--- src/rtl/mos6502s_interrupt_sequencer_pkg.sv ---
// Shared definitions for the 6502 interrupt/RTI sequencer: state encoding,
// default vector addresses and status-register bit positions.
package mos6502s_interrupt_sequencer_pkg;

    typedef enum logic [3:0] {
        ST_IDLE     = 4'd0,
        ST_PUSH_PCH = 4'd1,
        ST_PUSH_PCL = 4'd2,
        ST_PUSH_P   = 4'd3,
        ST_VEC_LO   = 4'd4,
        ST_VEC_HI   = 4'd5,
        ST_PULL_P   = 4'd6,
        ST_PULL_PCL = 4'd7,
        ST_PULL_PCH = 4'd8,
        ST_DONE     = 4'd9
    } seq_state_t;

    localparam logic [7:0]  STACK_PAGE_DEFAULT = 8'h01;
    localparam logic [15:0] NMI_VECTOR_DEFAULT = 16'hFFFA;
    localparam logic [15:0] IRQ_VECTOR_DEFAULT = 16'hFFFE;

    localparam int P_BIT_I = 2;
    localparam int P_BIT_B = 4;
    localparam int P_BIT_X = 5;

    // Status byte as it appears on the stack: bit 5 always set, B marks BRK.
    function automatic logic [7:0] push_status(input logic [7:0] p, input logic brk);
        logic [7:0] r;
        r          = p;
        r[P_BIT_X] = 1'b1;
        r[P_BIT_B] = brk;
        return r;
    endfunction

endpackage

--- src/rtl/mos6502s_interrupt_sequencer.sv ---
// Multi-cycle sequencer for NMI/IRQ/BRK entry (push PC, P; fetch vector)
// and RTI (pull P, PC) over a single memory port with a ready handshake.
module mos6502s_interrupt_sequencer
    import mos6502s_interrupt_sequencer_pkg::*;
#(
    parameter logic [7:0]  STACK_PAGE = STACK_PAGE_DEFAULT,
    parameter logic [15:0] NMI_VECTOR = NMI_VECTOR_DEFAULT,
    parameter logic [15:0] IRQ_VECTOR = IRQ_VECTOR_DEFAULT
) (
    input  logic        clk,
    input  logic        rst,
    input  logic        start_nmi,
    input  logic        start_irq,
    input  logic        start_brk,
    input  logic        start_rti,
    input  logic [15:0] pc_in,
    input  logic [7:0]  p_in,
    input  logic [7:0]  sp_in,
    output logic [15:0] mem_addr,
    output logic [7:0]  mem_wdata,
    output logic        mem_we,
    output logic        mem_re,
    input  logic [7:0]  mem_rdata,
    input  logic        mem_ready,
    output logic [15:0] pc_out,
    output logic        pc_load,
    output logic [7:0]  sp_out,
    output logic        sp_load,
    output logic [7:0]  p_wdata,
    output logic        p_load_all,
    output logic        set_i,
    output logic        busy,
    output logic        done
);

    // Memory handshake: an access presented on mem_addr with mem_we or mem_re
    // completes in the cycle mem_ready=1; until then every output holds.

    seq_state_t  state, state_n;
    logic [15:0] pc_ret, pc_ret_n;
    logic [7:0]  p_push, p_push_n;
    logic        use_nmi, use_nmi_n;
    logic        entry, entry_n;
    logic [7:0]  sp_n, sp_up;
    logic [15:0] pc_new_n, vec;
    logic [7:0]  p_wdata_n;
    logic [15:0] addr_d;
    logic [7:0]  wdata_d;
    logic        we_d, re_d, done_d, set_i_d, p_load_all_d;

    always_comb begin
        state_n   = state;
        sp_n      = sp_out;
        pc_ret_n  = pc_ret;
        p_push_n  = p_push;
        use_nmi_n = use_nmi;
        entry_n   = entry;
        pc_new_n  = pc_out;
        p_wdata_n = p_wdata;

        case (state)
            ST_IDLE: begin
                if (start_nmi || start_irq || start_brk || start_rti) begin
                    pc_ret_n  = pc_in;
                    sp_n      = sp_in;
                    use_nmi_n = start_nmi;
                    entry_n   = start_nmi || start_irq || start_brk;
                    p_push_n  = push_status(p_in, !start_nmi && !start_irq && start_brk);
                    state_n   = entry_n ? ST_PUSH_PCH : ST_PULL_P;
                end
            end
            ST_PUSH_PCH: if (mem_ready) begin sp_n = sp_out - 8'd1; state_n = ST_PUSH_PCL; end
            ST_PUSH_PCL: if (mem_ready) begin sp_n = sp_out - 8'd1; state_n = ST_PUSH_P; end
            ST_PUSH_P:   if (mem_ready) begin sp_n = sp_out - 8'd1; state_n = ST_VEC_LO; end
            ST_VEC_LO:   if (mem_ready) begin pc_new_n[7:0]  = mem_rdata; state_n = ST_VEC_HI; end
            ST_VEC_HI:   if (mem_ready) begin pc_new_n[15:8] = mem_rdata; state_n = ST_DONE; end
            ST_PULL_P: if (mem_ready) begin
                sp_n = sp_out + 8'd1; p_wdata_n = mem_rdata; state_n = ST_PULL_PCL;
            end
            ST_PULL_PCL: if (mem_ready) begin
                sp_n = sp_out + 8'd1; pc_new_n[7:0] = mem_rdata; state_n = ST_PULL_PCH;
            end
            ST_PULL_PCH: if (mem_ready) begin
                sp_n = sp_out + 8'd1; pc_new_n[15:8] = mem_rdata; state_n = ST_DONE;
            end
            ST_DONE: state_n = ST_IDLE;
            default: state_n = ST_IDLE;
        endcase

        // Outputs are decoded from the next state so they are registered and
        // line up with the state they belong to.
        addr_d       = 16'h0000;
        wdata_d      = 8'h00;
        we_d         = 1'b0;
        re_d         = 1'b0;
        done_d       = 1'b0;
        set_i_d      = 1'b0;
        p_load_all_d = 1'b0;
        sp_up        = sp_n + 8'd1;
        vec          = use_nmi_n ? NMI_VECTOR : IRQ_VECTOR;

        case (state_n)
            ST_PUSH_PCH: begin addr_d = {STACK_PAGE, sp_n}; wdata_d = pc_ret_n[15:8]; we_d = 1'b1; end
            ST_PUSH_PCL: begin addr_d = {STACK_PAGE, sp_n}; wdata_d = pc_ret_n[7:0];  we_d = 1'b1; end
            ST_PUSH_P:   begin addr_d = {STACK_PAGE, sp_n}; wdata_d = p_push_n;       we_d = 1'b1; end
            ST_VEC_LO:   begin addr_d = vec;          re_d = 1'b1; end
            ST_VEC_HI:   begin addr_d = vec + 16'd1;  re_d = 1'b1; end
            ST_PULL_P, ST_PULL_PCL, ST_PULL_PCH: begin
                addr_d = {STACK_PAGE, sp_up};
                re_d   = 1'b1;
            end
            ST_DONE: begin
                done_d       = 1'b1;
                set_i_d      = entry_n;
                p_load_all_d = !entry_n;
            end
            default: ;
        endcase
    end

    always_ff @(posedge clk or posedge rst) begin
        if (rst) begin
            state      <= ST_IDLE;
            pc_ret     <= 16'h0000;
            p_push     <= 8'h00;
            use_nmi    <= 1'b0;
            entry      <= 1'b0;
            sp_out     <= 8'h00;
            pc_out     <= 16'h0000;
            p_wdata    <= 8'h00;
            mem_addr   <= 16'h0000;
            mem_wdata  <= 8'h00;
            mem_we     <= 1'b0;
            mem_re     <= 1'b0;
            done       <= 1'b0;
            pc_load    <= 1'b0;
            sp_load    <= 1'b0;
            set_i      <= 1'b0;
            p_load_all <= 1'b0;
            busy       <= 1'b0;
        end else begin
            state      <= state_n;
            pc_ret     <= pc_ret_n;
            p_push     <= p_push_n;
            use_nmi    <= use_nmi_n;
            entry      <= entry_n;
            sp_out     <= sp_n;
            pc_out     <= pc_new_n;
            p_wdata    <= p_wdata_n;
            mem_addr   <= addr_d;
            mem_wdata  <= wdata_d;
            mem_we     <= we_d;
            mem_re     <= re_d;
            done       <= done_d;
            pc_load    <= done_d;
            sp_load    <= done_d;
            set_i      <= set_i_d;
            p_load_all <= p_load_all_d;
            busy       <= (state_n != ST_IDLE);
        end
    end

endmodule

--- config.mk ---
export PLATFORM = sky130hd
export DESIGN_NAME = mos6502s_interrupt_sequencer
export DESIGN_NICKNAME = d
export VERILOG_FILES = /design/src/rtl/mos6502s_interrupt_sequencer_pkg.sv /design/src/rtl/mos6502s_interrupt_sequencer.sv
export SDC_FILE = /design/constraint.sdc
export NUM_CORES = 1
export LEC_CHECK = 0
export CAP_MARGIN = 20
export CORE_MARGIN = 2
export CORE_UTILIZATION = 49
export CTS_BUF_LIST = sky130_fd_sc_hd__clkbuf_8 sky130_fd_sc_hd__clkbuf_16
export CTS_CLUSTER_DIAMETER = 200
export DETAILED_ROUTE_END_ITERATION = 8
export HOLD_SLACK_MARGIN = 0.03
export PLACE_DENSITY = 0.8
export SLEW_MARGIN = 15
export SYNTH_ARGS = -nofsm -noshare
export SYNTH_HDL_FRONTEND = slang
export SYNTH_SLANG_ARGS = --single-unit
--- constraint.sdc ---
create_clock -name clk -period 3.5 [get_ports clk]
set_clock_uncertainty 0.1 [all_clocks]
set_input_delay 0.875 -clock clk [delete_from_list [all_inputs] [get_ports clk]]
set_output_delay 0.875 -clock clk [all_outputs]
set_load 0.05 [all_outputs]
Word level (Yosys, flattened, before mapping):

Index checks and enable logic that the tools add are counted.

* flip-flop bits (word level): 92
* input port bits: 47
* output and inout bits: 64
* logic and storage cells: 88

* add/subtract/negate cells: 4
* equal/unequal tests: 17
* multiplexer cells: 30
* reduce and logical (&&, ||, !) cells: 20

Operators with widths (count)
* 16-bit case mux with 4 select lines: 1
* 8-bit case mux with 3 select lines: 2
* 8-bit two-way mux: 5
* 4-bit by 3-bit equality test with 1-bit output (second input constant): 8
* 16-bit two-way mux: 2
* 4-bit two-way mux: 8
* 4-bit case mux with 8 select lines: 1
* 8-bit by 1-bit adder with 8-bit output (second input constant): 2
* 4-bit by 2-bit equality test with 1-bit output (second input constant): 4
* 4-bit equality test (second input constant): 3
* 3-bit OR reduction: 4
* 1-bit two-way mux: 9
* 4-bit by 1-bit equality test with 1-bit output (second input constant): 2
* 8-bit by 1-bit subtractor with 8-bit output (second input constant): 1
* 3-bit two-way mux: 2
* 2-bit AND reduction: 3
* 4-bit by 2-bit adder with 5-bit output (second input constant): 1
* 5-bit OR reduction: 1
* 4-bit zero test: 1
* 4-bit nonzero test: 1
* 2-bit OR reduction: 2
* 1-bit zero test: 3
* 1-bit logical OR: 3
* 1-bit logical AND: 2

Depth between registers and ports, before layout:

* depth after elaboration: 8
* gate-level depth with buffers: 11
* depth with buffers taken out: 10

Worst setup path after synthesis:

No wires, ideal clock.

* path type: input-to-reg
* start: in start_irq
* end: reg mem_addr[4]
* setup time: 126 ps
* data arrival time: 2998 ps
* data required time: 3274 ps
* slack: 276 ps
* stages on the path: 10
* buffers on the path: 1
* path through: or4_1 -> clkbuf_1 -> o211ai_1 -> a22oi_1 -> o21ai_1 -> ha_1 -> nand3_1 -> a21oi_1 -> o21bai_1 -> a221o_1

* elaborated cells on any way between the ends: 24
* classes of those cells: add/sub: 2; eq/ne: 8; mux: 9; reduce/logical: 5

RTL lines
* start: declaration: RTL line mos6502s_interrupt_sequencer.sv:13 `input logic start_irq,`
* 1-bit logical OR (3 in series): RTL line mos6502s_interrupt_sequencer.sv:63 `if (start_nmi || start_irq || start_brk || start_rti) begin`
* 8-bit two-way mux: RTL line mos6502s_interrupt_sequencer.sv:63
* 8-bit case mux with 3 select lines: RTL line mos6502s_interrupt_sequencer.sv:61 `case (state)`
* via sp_n[1]: RTL line mos6502s_interrupt_sequencer.sv:44 `logic [7:0] sp_n, sp_up;`
* 8-bit by 1-bit adder with 8-bit output: RTL line mos6502s_interrupt_sequencer.sv:99 `sp_up = sp_n + 8'd1;`
* 16-bit case mux with 4 select lines: RTL line mos6502s_interrupt_sequencer.sv:102 `case (state_n)`
* via addr_d[4]: RTL line mos6502s_interrupt_sequencer.sv:47 `logic [15:0] addr_d;`
* end signal: assignment: RTL line mos6502s_interrupt_sequencer.sv:150 `mem_addr <= addr_d;`
* end: declaration: RTL line mos6502s_interrupt_sequencer.sv:19 `output logic [15:0] mem_addr,`

The timed path passes the listed nets, and every way through them passes these cells.
A chain may end at the register's enable or synchronous reset.

Worst setup path after layout:

Same ends and word-level chain as after synthesis.

==> results.yml <==
yosys:
  avgSynthCellArea_um2: 10.7
  ys_seq_area_share_pct: 49.8
  synthFlopType: "dfrtp_1"
  ys_ff_latch: 86
  syn_nets: 453
  yosysWarnings: 0
  async_reset_ff_share_pct: 100
  syn_area_mm2: 0.00432
  synth_edf_count: 0
  syn_inst: 403
  synth_cell_types: 73
grt:
  gr-total-overflow: 0
  grt_pass1_wl_um: 18900
  grt_usage_pct: 24.1
  grt_max_degree: 57
  antenna_found_initial: 0
  grt_pass1_vias: 3879
floorplan:
  rows: 34
  die-area_mm2: 0.00958
  coreArea_mm2: 0.00864
  start_util_pct: 50.0
  io_pins: 111
  die_w_um: 97.9
  chipHeight_um: 97.9
critical_path:
  crit_slowest_cell: "or4_1"
  worst-path-max-fanout: 3
  crit_family: "compound AO/OA/AOI/OAI gates"
  crit_chain: "clkdlybuf4s50_1 > or4_1 > o211ai_1 > a22oi_1 > o21ai_1 > ha_1 > nand3_1 > a21oi_1 > o21bai_1 > a221o_1"
  arrival_ns: 3.43
  cp-start-kind: "input port"
  end_kind: "flip-flop"
  critPathBufInv: 1
  max_stage_delay_ns: 0.61
  worstPathRequired_ns: 3.64
  crit_path_start: "start_irq"
  regToRegStartpoint: "state[1]"
  worstSetupPathType: "input port to flip-flop"
layout:
  diodes: 0
  area_growth_syn_to_layout_pct: 37.4
  drive_gt1_share_pct: 20.1
  fin_nets: 591
clocking:
  clockBufferDepth: 2
  cts_resized: 0
  clock_latency_ns: 0.35
  cts-buffers-inserted: 9
  numClockSinks: 86
  cts_setup_buffers: 0
  ctsHtreeMaxLevel: 3
  clk_pin_slew_ns: 0.09
  cts_tree: "built"
  holdBufCountCts: 0
  cts_root_buffer: "clkbuf_8"
timing:
  slew_viol_final: 0
  tightest_slew_ns: 0.673
  fmaxAchievable_ghz: 0.304
  slew_headroom_pct: 55.0
  setup_tns_ns: 0
  period_minus_slack_ns: 3.29
  finalHoldViolCount: 0
  finalSetupViolations: 0
  fin_crit_sh_pct: 94.0
  rsz0062_at_grt: "no"
place:
  place_congestion: 0.885
  io_buffers: 108
  hpwlAfterDp_um: 8220
worst_hold_path:
  hp-start: "pc_out[10]"
  worst_hold_path_type: "flip-flop to flip-flop"
routing:
  routed_wl_um: 11200
  drt_iter0_markers: 212
  dr.pass1.iters: 5
  wl_per_cell_um: 17.2
  vias: 3741
  remaining_drc_errors: 0
  via_per_inst: 5.72
  ant_nets: 0
run:
  maxCapViolCount: 0
outcome:
  status: "complete, no violations"
[synthesized netlist by cell type, types with 4 or more instances]
| cell | instances | area share, % |
|---|---|---|
| a21oi_1 | 16 | 1.9 |
| a221o_1 | 5 | 1.2 |
| a31oi_1 | 4 | 0.58 |
| a41oi_1 | 6 | 1.2 |
| and2_1 | 4 | 0.58 |
| and3_1 | 4 | 0.58 |
| buf_2 | 9 | 1.0 |
| buf_4 | 9 | 1.6 |
| clkbuf_1 | 9 | 0.78 |
| dfrtp_1 | 86 | 50 |
| inv_1 | 20 | 1.7 |
| mux2_2 | 28 | 7.3 |
| mux2i_1 | 11 | 2.5 |
| nand2_1 | 47 | 4.1 |
| nand2b_1 | 5 | 0.72 |
| nand3_1 | 5 | 0.58 |
| nand3b_1 | 6 | 1.0 |
| nand4_1 | 4 | 0.58 |
| nor2_1 | 15 | 1.3 |
| nor2b_1 | 12 | 1.7 |
| nor3_1 | 4 | 0.46 |
| o21ai_0 | 12 | 1.4 |
| o31ai_1 | 5 | 0.87 |
[flip-flops by register name (all words and copies together) (netlist names), 4 cells and up]
signal     flops
sp_out         8
pc_ret        16
mem_wdata      8
pc_out        16
mem_addr      10
p_push         8
p_wdata        8
state          4
[cell families (layout without fill, tap and decap cells)]
kind of cell	after synthesis	after routing	share of synthesized area (%)
and+or+nand+nor	128	128	16.5
AOI/OAI and AO/OA	94	94	16.8
DFF	86	86	49.8
buffers and inverters	50	193	5.56
muxes	39	39	9.85
adders and majority gates	3	3	0.869
xor gates and xnor gates	3	3	0.608
[cell type report]
| class | instances | area [um2] |
|---|---|---|
| clock buffers | 10 | 138 |
| clock inverters | 6 | 37.5 |
| fillers | 639 | 2700 |
| inverters | 21 | 80.1 |
| multi-input cells | 267 | 1930 |
| flip-flops and latches | 86 | 2150 |
| well taps | 108 | 135 |
| repair buffers | 156 | 1470 |
[through the flow]
| step | setup slack, ns | hold WS, ns | std cells | instance area [um2] | util (%) |
|---|---|---|---|---|---|
| detailed placement | -0.0886 | 0.358 | 637 | 5740 | 66.5 |
| global route | 0.115 | 0.417 | 654 | 5940 | 68.7 |
| CTS | 0.230 | 0.378 | 653 | 5920 | 68.5 |
| global placement | -0.0605 | 0.355 | 637 | 5740 | 66.5 |
| finish | 0.209 | 0.375 | 654 | 5940 | 68.7 |
| floorplan | 0.276 | 0.335 | 403 | 4320 | - |
[worst min-delay path, delay by kind of cell, from the launching register on]
| family | cells | cell delay [ns] |
|---|---|---|
| and+or+nand+nor | 2 | 0.10 |
| DFF | 1 | 0.35 |
[layout by cell type (no fill, tap or decap), types with 3 or more instances in the layout]
cell type,instances
a211o_1,3
a211oi_1,3
a21oi_1,16
a221o_1,5
a22o_1,3
a22oi_1,3
a31oi_1,4
a41oi_1,6
and2_1,4
and3_1,4
buf_4,46
clkbuf_8,10
clkdlybuf4s50_1,108
clkinv_2,3
dfrtp_1,86
ha_1,3
inv_1,20
mux2_2,28
mux2i_1,11
nand2_1,47
nand2b_1,5
nand3_1,5
nand3b_1,6
nand4_1,4
nor2_1,15
nor2b_1,12
nor3_1,4
o2111ai_1,3
o211ai_1,3
o21ai_0,12
o221ai_1,3
o22ai_1,3
o31ai_1,5
[metal layers]
layer / GRT usage (%) / wire length [um] / vias to the layer above
li1: - / - / 1736
met1: 31.1 / 4710 / 1826
met2: 40.6 / 5510 / 158
met3: 6.73 / 822 / 21
met4: 5.45 / 187 / 0
met5: 0 / 0 / -
[final timing paths]
| path | endpoint | cells past startpoint | slack (ns) |
|---|---|---|---|
| hold reg to reg | pc_out[10] | 2 | 0.37 |
| setup reg to reg | mem_addr[4] | 9 | 0.43 |
| min in group asynchronous | pc_ret[5] | 2 | 0.66 |
| hold / removal | pc_out[10] | 2 | 0.37 |
| max in group asynchronous | mem_addr[7] | 4 | 1.85 |
| setup / recovery | mem_addr[4] | 10 | 0.21 |
Power is not shown: default switching activity piles up to over one toggle a cycle in this logic, so the estimate is an artifact.
